## config.mk

```make
export PLATFORM = sky130hd
export DESIGN_NAME = trace_merge_arbiter_flat
export DESIGN_NICKNAME = d
export VERILOG_FILES = /design/src/rtl/trace_pkg.sv /design/src/rtl/trace_merge_arbiter_if.sv /design/src/rtl/trace_fifo.sv /design/src/rtl/trace_merge_arbiter.sv /design/src/flat_wrapper.sv
export SDC_FILE = /design/constraint.sdc
export NUM_CORES = 1
export LEC_CHECK = 0
export BUFFER_PORTS_ARGS = -buffer_cell sky130_fd_sc_hd__buf_2
export CAP_MARGIN = 5
export CORE_ASPECT_RATIO = 1.1
export CORE_UTILIZATION = 40
export DETAILED_ROUTE_END_ITERATION = 12
export GPL_TIMING_DRIVEN = 0
export SLEW_MARGIN = 20
export SYNTH_ARGS = -nofsm -noshare
export SYNTH_HDL_FRONTEND = slang
export SYNTH_HIERARCHICAL = 1
export SYNTH_SLANG_ARGS = --single-unit
export TNS_END_PERCENT = 10
```

## constraint.sdc

```tcl
create_clock -name clk -period 10.6 [get_ports clk]
set_clock_uncertainty 0.1 [all_clocks]
set_input_delay 1.06 -clock clk [delete_from_list [all_inputs] [get_ports clk]]
set_output_delay 1.06 -clock clk [all_outputs]
set_load 0.02 [all_outputs]
```

## src/rtl/trace_pkg.sv

```systemverilog
// Shared types, default widths and the round-robin helper for the trace merge arbiter.
//   trace_entry_t : {record, source, timestamp} at the default configuration
//   next_rr()     : index of the first requester after 'pointer', wrapping at num_sources
package trace_pkg;

  localparam int unsigned DEF_NUM_SOURCES       = 2;
  localparam int unsigned DEF_RECORD_WIDTH      = 48;
  localparam int unsigned DEF_HOLD_DEPTH        = 2;
  localparam int unsigned DEF_TRACE_BUFFER_SIZE = 8;
  localparam int unsigned DEF_DROP_CNT_WIDTH    = 16;
  localparam int unsigned DEF_SRC_W             = 1;
  localparam int unsigned TIME_W                = 32;
  localparam int unsigned MAX_SOURCES           = 8;
  localparam int unsigned RR_IDX_W              = 3;

  typedef struct packed {
    logic [DEF_RECORD_WIDTH-1:0] record;
    logic [DEF_SRC_W-1:0]        source;
    logic [TIME_W-1:0]           timestamp;
  } trace_entry_t;

  // Search starts one past the last grant so every requester is reached within num_sources turns.
  // Returns 'pointer' unchanged when nothing requests; the caller qualifies with |request_mask.
  function automatic logic [RR_IDX_W-1:0] next_rr(
    input logic [RR_IDX_W-1:0]    pointer,
    input logic [MAX_SOURCES-1:0] request_mask,
    input int unsigned            num_sources
  );
    logic [RR_IDX_W-1:0] idx;
    logic                found;
    int unsigned         cand;
    idx   = pointer;
    found = 1'b0;
    for (int unsigned k = 1; k <= MAX_SOURCES; k++) begin
      cand = (32'(pointer) + k) % num_sources;
      if (!found && (k <= num_sources) && request_mask[cand[RR_IDX_W-1:0]]) begin
        idx   = cand[RR_IDX_W-1:0];
        found = 1'b1;
      end
    end
    return idx;
  endfunction

endpackage

```

## src/rtl/trace_merge_arbiter_if.sv

```systemverilog
// Bus bundle for the trace merge arbiter.
//   source side : counter, enable, src_valid, src_record (pulse, no backpressure)
//   sink side   : trace_valid/trace_ready handshake with trace_record/source/time payload
//   status      : drop_count, overflow
// slave = arbiter view, master = producer/sink environment view.
interface trace_merge_arbiter_if #(
  parameter int unsigned NUM_SOURCES    = trace_pkg::DEF_NUM_SOURCES,
  parameter int unsigned RECORD_WIDTH   = trace_pkg::DEF_RECORD_WIDTH,
  parameter int unsigned DROP_CNT_WIDTH = trace_pkg::DEF_DROP_CNT_WIDTH
);
  localparam int unsigned SRC_W = (NUM_SOURCES > 1) ? $clog2(NUM_SOURCES) : 1;

  logic [31:0]                          counter;
  logic                                 enable;
  logic [NUM_SOURCES-1:0]               src_valid;
  logic [NUM_SOURCES*RECORD_WIDTH-1:0]  src_record;
  logic                                 trace_valid;
  logic                                 trace_ready;
  logic [RECORD_WIDTH-1:0]              trace_record;
  logic [SRC_W-1:0]                     trace_source;
  logic [31:0]                          trace_time;
  logic [DROP_CNT_WIDTH-1:0]            drop_count;
  logic                                 overflow;

  modport master (
    output counter, enable, src_valid, src_record, trace_ready,
    input  trace_valid, trace_record, trace_source, trace_time, drop_count, overflow
  );

  modport slave (
    input  counter, enable, src_valid, src_record, trace_ready,
    output trace_valid, trace_record, trace_source, trace_time, drop_count, overflow
  );

endinterface

```

## src/rtl/trace_fifo.sv

```systemverilog
// Show-ahead synchronous FIFO.
//   push/push_data : write when not full, or when full and popping in the same cycle
//   pop/pop_data   : pop_data always shows the head; pop ignored when empty
//   full/empty/count : from the registered count (one bit wider than the pointers)
module trace_fifo #(
  parameter int unsigned WIDTH = 8,
  parameter int unsigned DEPTH = 2
) (
  input  logic                    clk,
  input  logic                    rst,
  input  logic                    push,
  input  logic [WIDTH-1:0]        push_data,
  input  logic                    pop,
  output logic [WIDTH-1:0]        pop_data,
  output logic                    full,
  output logic                    empty,
  output logic [$clog2(DEPTH):0]  count
);

  localparam int unsigned PTR_W = (DEPTH > 1) ? $clog2(DEPTH) : 1;
  localparam int unsigned CNT_W = $clog2(DEPTH) + 1;

  logic [WIDTH-1:0] mem_q [DEPTH];
  logic [PTR_W-1:0] wr_ptr_q, wr_ptr_d;
  logic [PTR_W-1:0] rd_ptr_q, rd_ptr_d;
  logic [CNT_W-1:0] count_q, count_d;
  logic             do_push;
  logic             do_pop;

  assign full     = (count_q == CNT_W'(DEPTH));
  assign empty    = (count_q == '0);
  assign count    = count_q;
  assign pop_data = mem_q[rd_ptr_q];

  // Pointer and occupancy update; a pop frees the slot a same-cycle push reuses.
  always_comb begin
    do_pop   = pop && !empty;
    do_push  = push && (!full || do_pop);
    wr_ptr_d = wr_ptr_q;
    rd_ptr_d = rd_ptr_q;
    count_d  = count_q;
    if (do_push) begin
      wr_ptr_d = (wr_ptr_q == PTR_W'(DEPTH - 1)) ? '0 : wr_ptr_q + PTR_W'(1);
    end
    if (do_pop) begin
      rd_ptr_d = (rd_ptr_q == PTR_W'(DEPTH - 1)) ? '0 : rd_ptr_q + PTR_W'(1);
    end
    case ({do_push, do_pop})
      2'b10:   count_d = count_q + CNT_W'(1);
      2'b01:   count_d = count_q - CNT_W'(1);
      default: count_d = count_q;
    endcase
  end

  // Control state.
  always_ff @(posedge clk) begin
    if (rst) begin
      wr_ptr_q <= '0;
      rd_ptr_q <= '0;
      count_q  <= '0;
    end else begin
      wr_ptr_q <= wr_ptr_d;
      rd_ptr_q <= rd_ptr_d;
      count_q  <= count_d;
    end
  end

  // Storage; contents are don't-care while empty, so no reset.
  always_ff @(posedge clk) begin
    if (do_push) begin
      mem_q[wr_ptr_q] <= push_data;
    end
  end

endmodule

```

## src/rtl/trace_merge_arbiter.sv

```systemverilog
// Merges pulsed trace records from NUM_SOURCES trackers into one timestamped stream.
//   clk, rst : posedge clock, synchronous active-high reset
//   bus      : slave view of trace_merge_arbiter_if (source pulses in, valid/ready stream out,
//              saturating drop counter and sticky overflow)
// Each source lands in its own holding FIFO; a round-robin arbiter moves at most one entry
// per cycle into the shared output FIFO, which the sink drains show-ahead.
module trace_merge_arbiter
  import trace_pkg::*;
#(
  parameter int unsigned NUM_SOURCES       = DEF_NUM_SOURCES,
  parameter int unsigned RECORD_WIDTH      = DEF_RECORD_WIDTH,
  parameter int unsigned HOLD_DEPTH        = DEF_HOLD_DEPTH,
  parameter int unsigned TRACE_BUFFER_SIZE = DEF_TRACE_BUFFER_SIZE,
  parameter int unsigned DROP_CNT_WIDTH    = DEF_DROP_CNT_WIDTH
) (
  input  logic                 clk,
  input  logic                 rst,
  trace_merge_arbiter_if.slave bus
);

  localparam int unsigned SRC_W   = (NUM_SOURCES > 1) ? $clog2(NUM_SOURCES) : 1;
  localparam int unsigned ENTRY_W = RECORD_WIDTH + SRC_W + TIME_W;
  localparam int unsigned OCNT_W  = $clog2(TRACE_BUFFER_SIZE) + 1;
  localparam int unsigned DSUM_W  = DROP_CNT_WIDTH + 1;
  localparam int unsigned DNUM_W  = $clog2(MAX_SOURCES + 1);

  typedef struct packed {
    logic [RECORD_WIDTH-1:0] record;
    logic [SRC_W-1:0]        source;
    logic [TIME_W-1:0]       timestamp;
  } entry_t;

  logic [NUM_SOURCES-1:0]    cap_valid;
  logic [NUM_SOURCES-1:0]    hold_push;
  logic [NUM_SOURCES-1:0]    hold_pop;
  logic [NUM_SOURCES-1:0]    hold_full;
  logic [NUM_SOURCES-1:0]    hold_empty;
  logic [NUM_SOURCES-1:0]    req_mask;
  logic [NUM_SOURCES-1:0]    drop_vec;
  entry_t                    hold_in  [NUM_SOURCES];
  entry_t                    hold_out [NUM_SOURCES];

  logic [SRC_W-1:0]          rr_q, rr_d;
  logic [SRC_W-1:0]          grant_idx;
  logic                      grant_valid;
  entry_t                    grant_entry;

  entry_t                    out_head;
  logic                      out_empty;
  logic                      out_full_unused;
  logic                      out_pop;
  logic [OCNT_W-1:0]         out_count;

  logic [DROP_CNT_WIDTH-1:0] drop_count_q, drop_count_d;
  logic                      overflow_q, overflow_d;
  logic [DNUM_W-1:0]         drop_num;
  logic [DSUM_W-1:0]         drop_sum;

  assign cap_valid = {NUM_SOURCES{bus.enable}} & bus.src_valid;

  // Per-source holding FIFOs; the entry is stamped with the counter of the capture cycle.
  for (genvar i = 0; i < NUM_SOURCES; i++) begin : g_hold
    logic [$clog2(HOLD_DEPTH):0] count_unused;

    assign hold_in[i] = {bus.src_record[i*RECORD_WIDTH +: RECORD_WIDTH], SRC_W'(i), bus.counter};

    trace_fifo #(
      .WIDTH (ENTRY_W),
      .DEPTH (HOLD_DEPTH)
    ) u_hold (
      .clk       (clk),
      .rst       (rst),
      .push      (hold_push[i]),
      .push_data (hold_in[i]),
      .pop       (hold_pop[i]),
      .pop_data  (hold_out[i]),
      .full      (hold_full[i]),
      .empty     (hold_empty[i]),
      .count     (count_unused)
    );
  end

  // Arbitration and capture/drop decisions. Space is judged on the registered output count,
  // so a same-cycle sink pop never opens a slot for this cycle's transfer.
  always_comb begin
    req_mask    = ~hold_empty;
    grant_idx   = SRC_W'(next_rr(RR_IDX_W'(rr_q), MAX_SOURCES'(req_mask), NUM_SOURCES));
    grant_valid = (|req_mask) && (out_count < OCNT_W'(TRACE_BUFFER_SIZE));
    grant_entry = hold_out[grant_idx];
    hold_pop    = '0;
    if (grant_valid) begin
      hold_pop[grant_idx] = 1'b1;
    end
    // A full holding FIFO still accepts when it is being drained this very cycle.
    hold_push = cap_valid & (~hold_full | hold_pop);
    drop_vec  = cap_valid & hold_full & ~hold_pop;
    rr_d      = grant_valid ? grant_idx : rr_q;
  end

  // Drop accounting: several sources may drop in one cycle; the sum saturates at all-ones.
  always_comb begin
    drop_num = '0;
    for (int i = 0; i < NUM_SOURCES; i++) begin
      drop_num = drop_num + DNUM_W'(drop_vec[i]);
    end
    drop_sum     = {1'b0, drop_count_q} + DSUM_W'(drop_num);
    drop_count_d = drop_sum[DROP_CNT_WIDTH] ? '1 : drop_sum[DROP_CNT_WIDTH-1:0];
    overflow_d   = overflow_q | (|drop_vec);
  end

  assign out_pop = !out_empty && bus.trace_ready;

  trace_fifo #(
    .WIDTH (ENTRY_W),
    .DEPTH (TRACE_BUFFER_SIZE)
  ) u_out (
    .clk       (clk),
    .rst       (rst),
    .push      (grant_valid),
    .push_data (grant_entry),
    .pop       (out_pop),
    .pop_data  (out_head),
    .full      (out_full_unused),
    .empty     (out_empty),
    .count     (out_count)
  );

  // Pointer and status registers; reset pointer makes source 0 the first winner.
  always_ff @(posedge clk) begin
    if (rst) begin
      rr_q         <= SRC_W'(NUM_SOURCES - 1);
      drop_count_q <= '0;
      overflow_q   <= 1'b0;
    end else begin
      rr_q         <= rr_d;
      drop_count_q <= drop_count_d;
      overflow_q   <= overflow_d;
    end
  end

  // Head payload is forced to zero while empty so stale storage never leaks out.
  always_comb begin
    bus.trace_valid  = !out_empty;
    bus.trace_record = out_empty ? '0 : out_head.record;
    bus.trace_source = out_empty ? '0 : out_head.source;
    bus.trace_time   = out_empty ? '0 : out_head.timestamp;
  end

  assign bus.drop_count = drop_count_q;
  assign bus.overflow   = overflow_q;

endmodule

```

## src/flat_wrapper.sv

```systemverilog
// flat-port wrapper written by rule: the top's interface ports become plain ports
module trace_merge_arbiter_flat import trace_pkg::*;
#(
  parameter int unsigned NUM_SOURCES       = DEF_NUM_SOURCES,
  parameter int unsigned RECORD_WIDTH      = DEF_RECORD_WIDTH,
  parameter int unsigned HOLD_DEPTH        = DEF_HOLD_DEPTH,
  parameter int unsigned TRACE_BUFFER_SIZE = DEF_TRACE_BUFFER_SIZE,
  parameter int unsigned DROP_CNT_WIDTH    = DEF_DROP_CNT_WIDTH
)
  (clk, rst, bus_counter, bus_enable, bus_src_valid, bus_src_record, bus_trace_ready, bus_trace_valid, bus_trace_record, bus_trace_source, bus_trace_time, bus_drop_count, bus_overflow);
  trace_merge_arbiter_if #(.NUM_SOURCES(NUM_SOURCES), .RECORD_WIDTH(RECORD_WIDTH), .DROP_CNT_WIDTH(DROP_CNT_WIDTH)) bus_i ();
  input  logic clk;
  input  logic rst;
  input wire logic [$bits(bus_i.counter)-1:0] bus_counter;
  input wire logic [$bits(bus_i.enable)-1:0] bus_enable;
  input wire logic [$bits(bus_i.src_valid)-1:0] bus_src_valid;
  input wire logic [$bits(bus_i.src_record)-1:0] bus_src_record;
  input wire logic [$bits(bus_i.trace_ready)-1:0] bus_trace_ready;
  output wire logic [$bits(bus_i.trace_valid)-1:0] bus_trace_valid;
  output wire logic [$bits(bus_i.trace_record)-1:0] bus_trace_record;
  output wire logic [$bits(bus_i.trace_source)-1:0] bus_trace_source;
  output wire logic [$bits(bus_i.trace_time)-1:0] bus_trace_time;
  output wire logic [$bits(bus_i.drop_count)-1:0] bus_drop_count;
  output wire logic [$bits(bus_i.overflow)-1:0] bus_overflow;
  assign bus_i.counter = bus_counter;
  assign bus_i.enable = bus_enable;
  assign bus_i.src_valid = bus_src_valid;
  assign bus_i.src_record = bus_src_record;
  assign bus_i.trace_ready = bus_trace_ready;
  assign bus_trace_valid = bus_i.trace_valid;
  assign bus_trace_record = bus_i.trace_record;
  assign bus_trace_source = bus_i.trace_source;
  assign bus_trace_time = bus_i.trace_time;
  assign bus_drop_count = bus_i.drop_count;
  assign bus_overflow = bus_i.overflow;
  trace_merge_arbiter #(.NUM_SOURCES(NUM_SOURCES), .RECORD_WIDTH(RECORD_WIDTH), .HOLD_DEPTH(HOLD_DEPTH), .TRACE_BUFFER_SIZE(TRACE_BUFFER_SIZE), .DROP_CNT_WIDTH(DROP_CNT_WIDTH)) u_core (.clk(clk), .rst(rst), .bus(bus_i));
endmodule
```

-- Word level (Yosys, flattened, before mapping)
Memory sizes are Yosys's and may differ from the RTL's. A register that Yosys moved wholly into a read port is not among the register bits.
Cells that the tools add are included.
- multiplexer cells: 38
- bitwise gates (word level): 10
- add/sub/neg operators: 16
- equal/unequal tests: 11
- reductions and logical operators: 28
- order comparisons: 6
- operator list (cell ; count):
    81-bit 2-to-1 mux ; 3
    48-bit 2-to-1 mux ; 1
    32-bit 2-to-1 mux ; 1
    1-bit 2-to-1 mux ; 23
    16-bit by 4-bit adder with 17-bit output ; 1
    16-bit 2-to-1 mux ; 1
    3-bit 2-to-1 mux ; 4
    2-bit == test, second input constant ; 5
    1-bit logical AND ; 10
    2-bit AND ; 4
    1-bit by 4-bit < comparator with 1-bit output, second input constant ; 2
    2-bit case mux with 2 select lines ; 2
    4-bit case mux with 2 select lines ; 1
    1-bit logical NOT ; 7
    1-bit adder, second input constant ; 6
    3-bit by 1-bit adder with 3-bit output, second input constant ; 2
    2-bit by 1-bit == test with 1-bit output, second input constant ; 3
    3-bit == test, second input constant ; 2
    2-bit inverter ; 3
    2-bit nonzero test ; 3
    2-bit by 1-bit adder with 2-bit output, second input constant ; 2
    4-bit by 1-bit adder with 4-bit output, second input constant ; 1
    4-bit == test, second input constant ; 1
    2-bit logical NOT ; 2
    15 further kinds ; 19
- word-level logic and storage cells: 124
- register bits: 36
- memories: 3
- bits of input ports: 134
- bits in writable memories: 968
- output and inout port bits: 99
- memory list (memory ; words ; bits a word ; rd ports ; clocked after Yosys merged registers in ; write ports ; RTL line ; text):
    u_core.u_out.mem_q ; 8 ; 81 ; 1 ; 1 ; 1 ; trace_fifo.sv:23 ; logic [WIDTH-1:0] mem_q [DEPTH];
    u_core.g_hold[0].u_hold.mem_q ; 2 ; 80 ; 1 ; 1 ; 1 ; trace_fifo.sv:23 ;
    u_core.g_hold[1].u_hold.mem_q ; 2 ; 80 ; 1 ; 1 ; 1 ; trace_fifo.sv:23 ;

-- Logic depth before layout (Yosys ltp)
- depth after elaboration: 18
- depth in mapped cells: 14
- depth with buffers taken out: 14

-- Hierarchy
The synthesis kept the hierarchy.
- by module, submodules not included (module ; cells an instance ; area each (µm²) ; instances):
    trace_fifo at u_core.u_out ; 1021 ; 25429.4 ; 1
    trace_fifo at u_core.g_hold[0].u_hold ... ; 282 ; 6120.9 ; 2
    trace_merge_arbiter ; 464 ; 2517.4 ; 1

-- Worst setup path after synthesis
Ideal clock, no wire load.
- kind: input-to-reg
- start point: input port bus_trace_ready
- end point: memory u_core/u_out/mem_q[0][0] in the netlist's numbering (enable)
- arrival: 9334 ps
- library setup time: 719 ps
- stages on the path: 4
- required time: 9781 ps
- setup slack: 447 ps
- cells stage by stage: nor2b_1 -> nand2b_1 -> o21ai_4 -> nor4_1
- word-level cells in the longest chain between the ends: 6
- ends and longest elaborated chain (item ; RTL line ; text):
    start, declared ; flat_wrapper.sv:18 ; input wire logic [$bits(bus_i.trace_ready)-1:0] bus_trace_ready;
    1-bit logical AND ; trace_merge_arbiter.sv:111 ; assign out_pop = !out_empty && bus.trace_ready;
    1-bit logical AND ; trace_fifo.sv:37 ; do_pop = pop && !empty;
    1-bit logical OR ; trace_fifo.sv:38 ; do_push = push && (!full || do_pop);
    1-bit logical AND ; trace_fifo.sv:38 ;
    1-bit 2-to-1 mux ; trace_fifo.sv:70 ; if (do_push) begin
    1-bit 2-to-1 mux (not written as such) ; trace_fifo.sv:71 ; mem_q[wr_ptr_q] <= push_data;
    end, declared ; trace_fifo.sv:23 ;
No other way between the ends.

-- Worst setup path after layout
- start point: register u_core.u_out.count_q[0], in the netlist u_core/u_out/count[0]
- end point: memory u_core/u_out/mem_q[1][40] in the netlist's numbering (enable)
- word-level cells in the longest chain between the ends: 8
- ends and longest elaborated chain (item ; RTL line ; text):
    start, declared ; trace_fifo.sv:26 ; logic [CNT_W-1:0] count_q, count_d;
    start signal, assigned ; trace_fifo.sv:64 ; count_q <= count_d;
    4-bit logical NOT ; trace_fifo.sv:31 ; assign empty = (count_q == '0);
    net u_core.out_empty ; trace_merge_arbiter.sv:49 ; logic out_empty;
    1-bit logical NOT ; trace_merge_arbiter.sv:111 ;
    1-bit logical AND ; trace_merge_arbiter.sv:111 ;
    net u_core.out_pop ; trace_merge_arbiter.sv:51 ; logic out_pop;
    1-bit logical AND ; trace_fifo.sv:37 ;
    1-bit logical OR ; trace_fifo.sv:38 ;
    1-bit logical AND ; trace_fifo.sv:38 ;
    1-bit 2-to-1 mux ; trace_fifo.sv:70 ;
    1-bit 2-to-1 mux (not written as such) ; trace_fifo.sv:71 ;
The timed path passes the listed nets, and every way through them passes these cells.

==> results.json <==
{
  "post_cts_buffers": 0,
  "max_freq_mhz": 206,
  "dpl.cell_count": 3679,
  "rows": 121,
  "grt_max_degree": 24,
  "clockBufferDepth": 3,
  "clkLatencyLatePin_ns": 0.67,
  "path_class": "reg2reg",
  "instances_no_fill": 3871,
  "fp.dieH_um": 334,
  "p_clk_share_pct": 34.1,
  "cp-startpoint": "u_core/u_out/count[0]",
  "grt_pass1_vias": 21200,
  "grt_pass1_wl_mm": 135,
  "first_pass_iters": 5,
  "post_cts_resized": 0,
  "cts_sinks": 1013,
  "drc": 0,
  "swShare_pct": 26.3,
  "vias": 19900,
  "drt_iter0_drc": 1442,
  "syn2layout_area_growth_pct": 18.8,
  "p_seq_share_pct": 46.0,
  "vias_per_cell": 5.15,
  "final_cell_mix": "edfxtp_1 (972), buf_2 (262), nand2_1 (259)",
  "core-area_um2": 99300,
  "worst_pin_slew_ns": 1.10,
  "overflow": 0,
  "fin_nets": 2638,
  "arrival_ns": 5.16,
  "start_util_pct": 40.5,
  "io_pins": 233,
  "pwr_density_cell_nw_per_um2": 220,
  "syn_inst": 2048,
  "post_drt_wl_per_cell_um": 23.9,
  "rsz0062_at_grt": "no",
  "slew_headroom_pct": 26.5,
  "layout.cells.most_common": "edfxtp_1",
  "internal-power_mw": 7.75,
  "min_path_type": "reg2reg",
  "detail-route-antenna-nets": 0,
  "end_kind": "flip-flop",
  "worstHoldStart": "u_core/bus.overflow",
  "layout-drive-gt1-share_pct": 37.9,
  "finalMaxSlewViolations": 0,
  "drt_wl_total_mm": 92.7,
  "htree_levels": 3,
  "grt.total_usage_pct": 18.2,
  "outcome": "complete, no violations",
  "place_congestion": 0.723,
  "synth.cell_area_um2": 40200,
  "maxCapViolations": 0,
  "synth.avg_cell_area_um2": 19.6,
  "synth_warnings": 6,
  "n_fill_cell": 8223,
  "period_share_pct": 45.8,
  "start_kind": "flip-flop",
  "layout_setup_ws_ns": 5.74,
  "antenna_found_initial": 19,
  "power_switching_mw": 2.77,
  "die_w_um": 304,
  "setup_viol": 0,
  "root_buffer": "clkbuf_16",
  "cts_made_buffers": 102,
  "crit_path_max_fanout": 10,
  "hpwl_mm": 63.5,
  "clk_pin_slew_ns": 0.06,
  "hold_viol_final": 0,
  "fp.dieArea_um2": 102000,
  "cts_tree": "built",
  "leakagePower_nw": 16.3,
  "pre_cts_ws_ns": 5.68,
  "r2r_start": "u_core/u_out/count[0]",
  "cp.required_ns": 10.90,
  "hold_buffers": 0,
  "io_buffers": 232,
  "finalCriticalPeriod_ns": 4.86,
  "ir_drop_mv": 0.144,
  "pwr-share-comb_pct": 19.9
}
[critical path, cell delays in order, from the launching register on]
cell	delay, ns
dfxtp_1	0.29
clkbuf_2	0.15
or3_4	0.38
nor2_1	0.25
clkbuf_2	0.57
clkbuf_1	0.67
nor2b_1	0.27
nand2b_1	0.26
o211ai_1	0.63
nor3_2	0.22
buf_4	0.25
buf_4	0.17
buf_4	0.18
buf_4	0.19
[through the flow]
step | util (%) | power [mW] | setup TNS (ns) | area, um^2 | hold slack, ns
CTS | 48.1 | 10.7 | 0 | 47700 | 0.359
finish | 48.1 | 10.5 | 0 | 47800 | 0.358
global route | 48.1 | 10.9 | 0 | 47700 | 0.383
floorplan | - | 6.31 | 0 | 40200 | 0.350
global placement | 43.3 | 7.02 | -2598.20 | 43000 | 0.343
detailed placement | 44.7 | 7.06 | 0 | 44400 | 0.349
[flip-flops by register name, indices dropped and copies added, names as in the netlist, 3 cells and up, named ones only]
register and flops:
u_core/u_out/mem_q 648, u_core/g_hold.u_hold/mem_q 324, u_core/bus.drop_count 16, u_core/g_hold.u_hold/count 4, u_core/u_out/count 4, u_core/u_out/rd_ptr_q 3
u_core/u_out/wr_ptr_q 3
[power groups by stage]
stage	Combinational [mW]	Sequential [mW]	Clock, mW
5_1_grt	2.25	4.86	3.81
4_1_cts	2.14	4.84	3.67
6_report	2.09	4.84	3.59
3_5_place_dp	2.14	4.93	0
2_1_floorplan	1.37	4.94	0
3_3_place_gp	2.02	5.00	0
[worst paths after layout]
check | to | slack [ns] | cells after the start
setup / recovery | u_core/u_out/mem_q[1][40] | 5.74 | 13
hold / removal | u_core/bus.overflow | 0.36 | 2
setup reg to reg | u_core/u_out/mem_q[1][40] | 5.74 | 13
hold reg to reg | u_core/bus.overflow | 0.36 | 2
[area by class of cell]
type / instances / area, um^2 / share of cell area [%]
Timing Repair Buffer: 338 / 2490 / 5.21
Sequential cell: 1013 / 30000 / 62.8
Clock buffer: 121 / 2710 / 5.67
Clock inverter: 67 / 653 / 1.37
Tap cell: 1291 / 1620 / 3.38
Inverter: 17 / 63.8 / 0.134
Antenna cell: 4 / 10.0 / 0.0210
Multi-Input combinational cell: 925 / 9540 / 20.0
Buffer: 95 / 673 / 1.41
[metal layers]
layer  share of wire [%]  vias to the layer above  global-route usage (%)  wire length, um
li1                    -                     8931                       -                -
met1                  41                    10400                    22.9            38000
met2                  52                      496                    32.1            47800
met3                 5.6                      112                    3.46             5170
met4                 1.8                       12                    4.84             1660
met5               0.068                        -                       0               63
(Power assumes the default switching activity.)
